$ cat src/rtl/se_sched_pkg.sv
// Shared types and default sizing for the self-composition scheduler.
package se_sched_pkg;

    localparam int DEF_DW         = 128;
    localparam int DEF_IW         = 8;
    localparam int DEF_CW         = 8;
    localparam int DEF_MAX_CYCLES = 200;

    typedef enum logic [1:0] {
        IDLE,
        ISSUE,
        WAIT,
        REPORT
    } state_t;

    typedef struct packed {
        logic [DEF_DW-1:0] resultA;
        logic [DEF_DW-1:0] resultB;
        logic [DEF_CW-1:0] stampA;
        logic [DEF_CW-1:0] stampB;
        logic              leak;
        logic              timeout;
    } report_t;

endpackage

$ cat src/rtl/se_lane_tracker.sv
// Per-lane issue/complete bookkeeping: accept and done flags, result capture
// and completion stamp.
module se_lane_tracker
    import se_sched_pkg::*;
#(
    parameter int DW         = DEF_DW,
    parameter int CW         = DEF_CW,
    parameter int MAX_CYCLES = DEF_MAX_CYCLES
) (
    input  logic          clock,
    input  logic          reset,
    input  logic          start,
    input  logic          issue,
    input  logic          active,
    input  logic          expire,
    input  logic [CW-1:0] counter,
    input  logic          in_ready,
    input  logic          out_valid,
    input  logic [DW-1:0] out_result,
    output logic          in_valid,
    output logic          out_ready,
    output logic          acc_next,
    output logic          done_next,
    output logic [DW-1:0] result,
    output logic [CW-1:0] stamp
);

    logic acc;
    logic done;
    logic out_fire;

    // Results are only taken once the lane has accepted the request.
    assign in_valid  = issue & ~acc;
    assign out_ready = active & acc & ~done;
    assign out_fire  = out_valid & out_ready;
    assign acc_next  = acc | (in_valid & in_ready);
    assign done_next = done | out_fire;

    always_ff @(posedge clock) begin
        if (!reset) begin
            acc    <= 1'b0;
            done   <= 1'b0;
            result <= '0;
            stamp  <= '0;
        end else if (start) begin
            acc    <= 1'b0;
            done   <= 1'b0;
            result <= '0;
            stamp  <= '0;
        end else begin
            acc  <= acc_next;
            done <= done_next;
            if (out_fire) begin
                result <= out_result;
                stamp  <= counter;
            end else if (expire && !done) begin
                stamp <= CW'(MAX_CYCLES);
            end
        end
    end

endmodule

$ cat src/rtl/se_selfcomp_scheduler.sv
// Issues one request to two SE copies in lockstep, stamps each lane's
// completion and reports timing differences as a leak.
module se_selfcomp_scheduler
    import se_sched_pkg::*;
#(
    parameter int DW         = DEF_DW,
    parameter int IW         = DEF_IW,
    parameter int CW         = DEF_CW,
    parameter int MAX_CYCLES = DEF_MAX_CYCLES
) (
    input  logic          clock,
    input  logic          reset,
    input  logic          req_valid,
    output logic          req_ready,
    input  logic [IW-1:0] req_inst,
    input  logic [DW-1:0] req_op1,
    input  logic [DW-1:0] req_op2,
    input  logic [DW-1:0] req_condA,
    input  logic [DW-1:0] req_condB,
    output logic [IW-1:0] se_inst,
    output logic [DW-1:0] se_op1,
    output logic [DW-1:0] se_op2,
    output logic [DW-1:0] se_condA,
    output logic [DW-1:0] se_condB,
    output logic          a_in_valid,
    output logic          b_in_valid,
    input  logic          a_in_ready,
    input  logic          b_in_ready,
    input  logic [DW-1:0] a_out_result,
    input  logic [DW-1:0] b_out_result,
    input  logic          a_out_valid,
    input  logic          b_out_valid,
    output logic          a_out_ready,
    output logic          b_out_ready,
    output logic          rsp_valid,
    input  logic          rsp_ready,
    output logic [DW-1:0] rsp_resultA,
    output logic [DW-1:0] rsp_resultB,
    output logic [CW-1:0] rsp_stampA,
    output logic [CW-1:0] rsp_stampB,
    output logic          rsp_leak,
    output logic          rsp_timeout,
    output logic          timingLeak,
    output logic          timingLeakDone,
    output logic          bothValid,
    output logic          init
);

    state_t        state;
    logic [CW-1:0] counter;
    logic          start, issue, active, expire;
    logic          a_acc_next, b_acc_next, a_done_next, b_done_next;

    assign issue     = (state == ISSUE);
    assign active    = issue | (state == WAIT);
    assign start     = (state == IDLE) & req_valid;
    assign req_ready = (state == IDLE);
    assign rsp_valid = (state == REPORT);
    assign bothValid = a_out_valid & b_out_valid;

    // A lane finishing on the last allowed cycle still counts as on time.
    assign expire   = active & (counter == CW'(MAX_CYCLES - 1)) & ~(a_done_next & b_done_next);
    assign rsp_leak = rsp_valid & ((rsp_stampA != rsp_stampB) | rsp_timeout);

    se_lane_tracker #(.DW(DW), .CW(CW), .MAX_CYCLES(MAX_CYCLES)) u_lane_a (
        .clock      (clock),
        .reset      (reset),
        .start      (start),
        .issue      (issue),
        .active     (active),
        .expire     (expire),
        .counter    (counter),
        .in_ready   (a_in_ready),
        .out_valid  (a_out_valid),
        .out_result (a_out_result),
        .in_valid   (a_in_valid),
        .out_ready  (a_out_ready),
        .acc_next   (a_acc_next),
        .done_next  (a_done_next),
        .result     (rsp_resultA),
        .stamp      (rsp_stampA)
    );

    se_lane_tracker #(.DW(DW), .CW(CW), .MAX_CYCLES(MAX_CYCLES)) u_lane_b (
        .clock      (clock),
        .reset      (reset),
        .start      (start),
        .issue      (issue),
        .active     (active),
        .expire     (expire),
        .counter    (counter),
        .in_ready   (b_in_ready),
        .out_valid  (b_out_valid),
        .out_result (b_out_result),
        .in_valid   (b_in_valid),
        .out_ready  (b_out_ready),
        .acc_next   (b_acc_next),
        .done_next  (b_done_next),
        .result     (rsp_resultB),
        .stamp      (rsp_stampB)
    );

    always_ff @(posedge clock) begin
        init <= ~reset;
        if (!reset) begin
            state          <= IDLE;
            counter        <= '0;
            se_inst        <= '0;
            se_op1         <= '0;
            se_op2         <= '0;
            se_condA       <= '0;
            se_condB       <= '0;
            rsp_timeout    <= 1'b0;
            timingLeak     <= 1'b0;
            timingLeakDone <= 1'b0;
        end else begin
            timingLeakDone <= 1'b0;
            case (state)
                IDLE: begin
                    if (req_valid) begin
                        se_inst     <= req_inst;
                        se_op1      <= req_op1;
                        se_op2      <= req_op2;
                        se_condA    <= req_condA;
                        se_condB    <= req_condB;
                        counter     <= '0;
                        rsp_timeout <= 1'b0;
                        state       <= ISSUE;
                    end
                end
                ISSUE, WAIT: begin
                    if (counter != CW'(MAX_CYCLES))
                        counter <= counter + 1'b1;
                    if (expire) begin
                        rsp_timeout <= 1'b1;
                        state       <= REPORT;
                    end else if (issue && a_acc_next && b_acc_next) begin
                        state <= WAIT;
                    end else if (!issue && a_done_next && b_done_next) begin
                        state <= REPORT;
                    end
                end
                REPORT: begin
                    if (rsp_ready) begin
                        timingLeakDone <= 1'b1;
                        timingLeak     <= timingLeak | rsp_leak;
                        state          <= IDLE;
                    end
                end
                default: state <= IDLE;
            endcase
        end
    end

endmodule

$ cat config.mk
export PLATFORM = sky130hd
export DESIGN_NAME = se_selfcomp_scheduler
export DESIGN_NICKNAME = d
export VERILOG_FILES = /design/src/rtl/se_sched_pkg.sv /design/src/rtl/se_lane_tracker.sv /design/src/rtl/se_selfcomp_scheduler.sv
export SDC_FILE = /design/constraint.sdc
export NUM_CORES = 2
export LEC_CHECK = 0
export CAP_MARGIN = 20
export CORE_AREA = 3 3 620 622
export DETAILED_ROUTE_END_ITERATION = 7
export DIE_AREA = 0 0 623 625
export PLACE_DENSITY = 0.37
export SETUP_SLACK_MARGIN = 0.3
export SYNTH_ARGS = -nofsm -noshare
export SYNTH_HDL_FRONTEND = slang
export SYNTH_SLANG_ARGS = --single-unit
$ cat constraint.sdc
create_clock -name clock -period 3.7 [get_ports clock]
set_input_delay 1.11 -clock clock [delete_from_list [all_inputs] [get_ports clock]]
set_output_delay 1.11 -clock clock [all_outputs]
set_load 0.01 [all_outputs]
==> results.sh <==
export IMPL_status="completed"
export IMPL_n_fill_cell=43130
export IMPL_fmax_ghz=0.297
export IMPL_grt_usage_pct=14.6
export IMPL_synth_top_family_by_area="simple AND/OR/NAND/NOR gates"
export IMPL_vdd_drop_max_mv=0.373
export IMPL_clockBufferDepth=4
export IMPL_grt_max_degree=122
export IMPL_h_tree_depth=3
export IMPL_crit_arrival_ps=2260
export IMPL_hold_violations=0
export IMPL_synth_seq_cells=810
export IMPL_synth_top_cell_by_area="dfxtp_1"
export IMPL_start_kind="register"
export IMPL_drtIter0Drc=1816
export IMPL_ys_warn_count=0
export IMPL_vias=32335
export IMPL_cp_end_kind="primary output"
export IMPL_antenna_found_initial=265
export IMPL_synthArstFlopShare_pct=0
export IMPL_synth_distinct_cells=42
export IMPL_synth_flop_cell="dfxtp_1"
export IMPL_io_buffers=1587
export IMPL_synth_adder_area_share_pct=0.224
export IMPL_start_util_pct=7.38
export IMPL_min_path_type="register to register"
export IMPL_worstMarginPinSlew_ps=996
export IMPL_clk_latency_ps=920
export IMPL_first_global_vias=31720
export IMPL_crit_fanout=3
export IMPL_io_pins=1588
export IMPL_cts_sinks=810
export IMPL_final_layout_size_suffix_gt1_share_pct=6.85
export IMPL_required_ps=2590
export IMPL_gp_congestion=0.915
export IMPL_ff_latch_area_um2=16200
export IMPL_root_buffer="clkbuf_16"
export IMPL_finalSetupTns_ps=0
export IMPL_dieArea_um2=389000
export IMPL_drv_slew=0
export IMPL_synth_simple_area_share_pct=22.1
export IMPL_total_power_uw=26000
export IMPL_grt_overflow=0
export IMPL_relSlewSlack_pct=32.9
export IMPL_wl_um=296000
export IMPL_synth_compound_gate_area_share_pct=15.0
export IMPL_synth_edff_count=0
export IMPL_post_route_period_util_pct=91.0
export IMPL_nNetsFinal=5874
export IMPL_synth_cells=3530
export IMPL_cts_tree="yes"
export IMPL_hold_worst_slack_ps=453
export IMPL_die_w_um=623
export IMPL_min_period_ps=3370
export IMPL_clock_skew_ps=97.8
export IMPL_postCtsHoldBufs=0
export IMPL_power_density_nw_per_um2=476
export IMPL_path_class="register to primary output"
export IMPL_multi_input_area_um2=10600
export IMPL_ant_nets=0
export IMPL_vias_per_cell=3.16
export IMPL_numCtsBuffers=119
export IMPL_dp_hpwl_um=255000
export IMPL_firstDrtPassIters=7
export IMPL_core_area_um2=379000
export IMPL_ys_top_cells_by_area="dfxtp_1 58%, nand2_1 21%, a21oi_1 14%"
export IMPL_wl_per_cell_um=29.0
export IMPL_syn_avg_cell_area_um2=7.92
export IMPL_clk_pin_slew_worst_paths_ps=60
export IMPL_rows=226
export IMPL_syn_num_nets=4319
export IMPL_synth_xor_area_share_pct=0.345
export IMPL_yosysSeqAreaShare_pct=58.0
export IMPL_muxShareOfSynthArea_pct=0.152
export IMPL_syn_to_final_growth_pct=95.1
export IMPL_syn_cell_area_um2=27900
export IMPL_die_h_um=625
export IMPL_p_leak_uw=0.0181
export IMPL_grt_pass1_wl_um=369000
export IMPL_synth_top_cell_area_share_pct=58.0
export IMPL_route_detailed_drc=0
export IMPL_maxCapViolations=0
export IMPL_final_setup_viol_count=0
export IMPL_rsz0062_at_grt="true"
## state kept, by name, summed over array words and instances (netlist names), 128 cells and up
name / cells
se_condA: 128
se_condB: 128
se_op1: 128
se_op2: 128
u_lane_a.result: 128
u_lane_b.result: 128
## cell type report
type / count / share of cell area (%)
Antenna cell: 31 / 0.142
Clock buffer: 155 / 6.11
Clock inverter: 63 / 1.42
Inverter: 11 / 0.0895
Multi-Input combinational cell: 2447 / 19.5
Sequential cell: 810 / 29.8
Tap cell: 5016 / 11.5
Timing Repair Buffer: 1696 / 31.5
## cell usage after synthesis, types with 3 or more instances
master and n:
buf_1 28, nor2_1 19, and2_1 3, xnor2_1 4, a21oi_1 784, nand2b_1 3
buf_2 117, o21ai_0 6, a22oi_1 10, o221a_2 6, ha_1 5, dfxtp_1 810
nand2_1 1557, clkbuf_1 115, xor2_1 7, nand3_1 6, a31oi_1 5, inv_1 11
and3b_1 3
## layer usage
metal | GRT usage, % | vias to the layer above | routed length [µm]
met4 | 3.88 | 52 | 10500
met1 | 15.2 | 15384 | 107000
met3 | 8.61 | 650 | 39300
met2 | 24.8 | 1685 | 139000
li1 | - | 14564 | -
met5 | 0 | - | 332
## report_power, final
group	internal, µW	switching, µW
clock network	7310	4870
logic	1900	2430
registers	9160	290
## per-stage QoR
step / setup WS [ps] / utilization [%] / area [µm²] / cells
6_report: 332 / 14.4 / 54500 / 10229
5_1_grt: 211 / 14.4 / 54500 / 10208
4_1_cts: 197 / 14.4 / 54400 / 10197
3_5_place_dp: 526 / 13.3 / 50300 / 9978
3_3_place_gp: 514 / 13.3 / 50300 / 9978
2_1_floorplan: 1320 / - / 27900 / 3530
## logic make-up after synthesis
kind of cell	count (synthesis)
simple gates	1610
compound gates	817
flops	810
buf+inv	273
xor+xnor	11
fa+ha+maj	5
mux	4
## worst max-delay path: stages, from the launching register on
cell	delay (ps)
dfxtp_2	330
xor2_1	160
nor4_1	310
nand4_1	150
buf_6	160
and2_4	160
buf_12	150
## repair_timing
item                                    CTS  global route
setup buffers                             1             1
endpoints found under the setup margin   18             8
pin swaps                                 2             2
gates resized for setup                  29            10
## worst paths after layout
path	start	end	slack, ps	depth (start not counted)
worst max register to register	state[0]	u_lane_a.stamp[6]	1270	6
worst max-delay path	u_lane_b.stamp[2]	rsp_leak	330	6
worst min register to register	u_lane_a.result[72]	u_lane_a.result[72]	450	2
worst min-delay path	u_lane_a.result[72]	u_lane_a.result[72]	450	2
## placed cells by master (no fill, tap or decap), types with 4 or more instances in the layout
cell and n:
clkdlybuf4s50_1 1562, nand2_1 1553, dfxtp_1 803, a21oi_1 784, clkbuf_16 119, buf_4 74
buf_12 39, diode_2 31, clkinv_2 26, clkbuf_8 22, nor2_1 19, clkbuf_1 14
bufinv_16 14, dlygate4sd2_1 13, clkinvlp_4 12, inv_1 10, a22oi_1 10, xor2_1 7
dfxtp_2 7, o21ai_0 6, nand3_1 6, o221a_2 6, clkinv_4 6, a31oi_1 5
xnor2_1 4, nand2_4 4, ha_1 4, dlymetal6s2s_1 4
No activity file was read; power rests on OpenSTA's default activity.
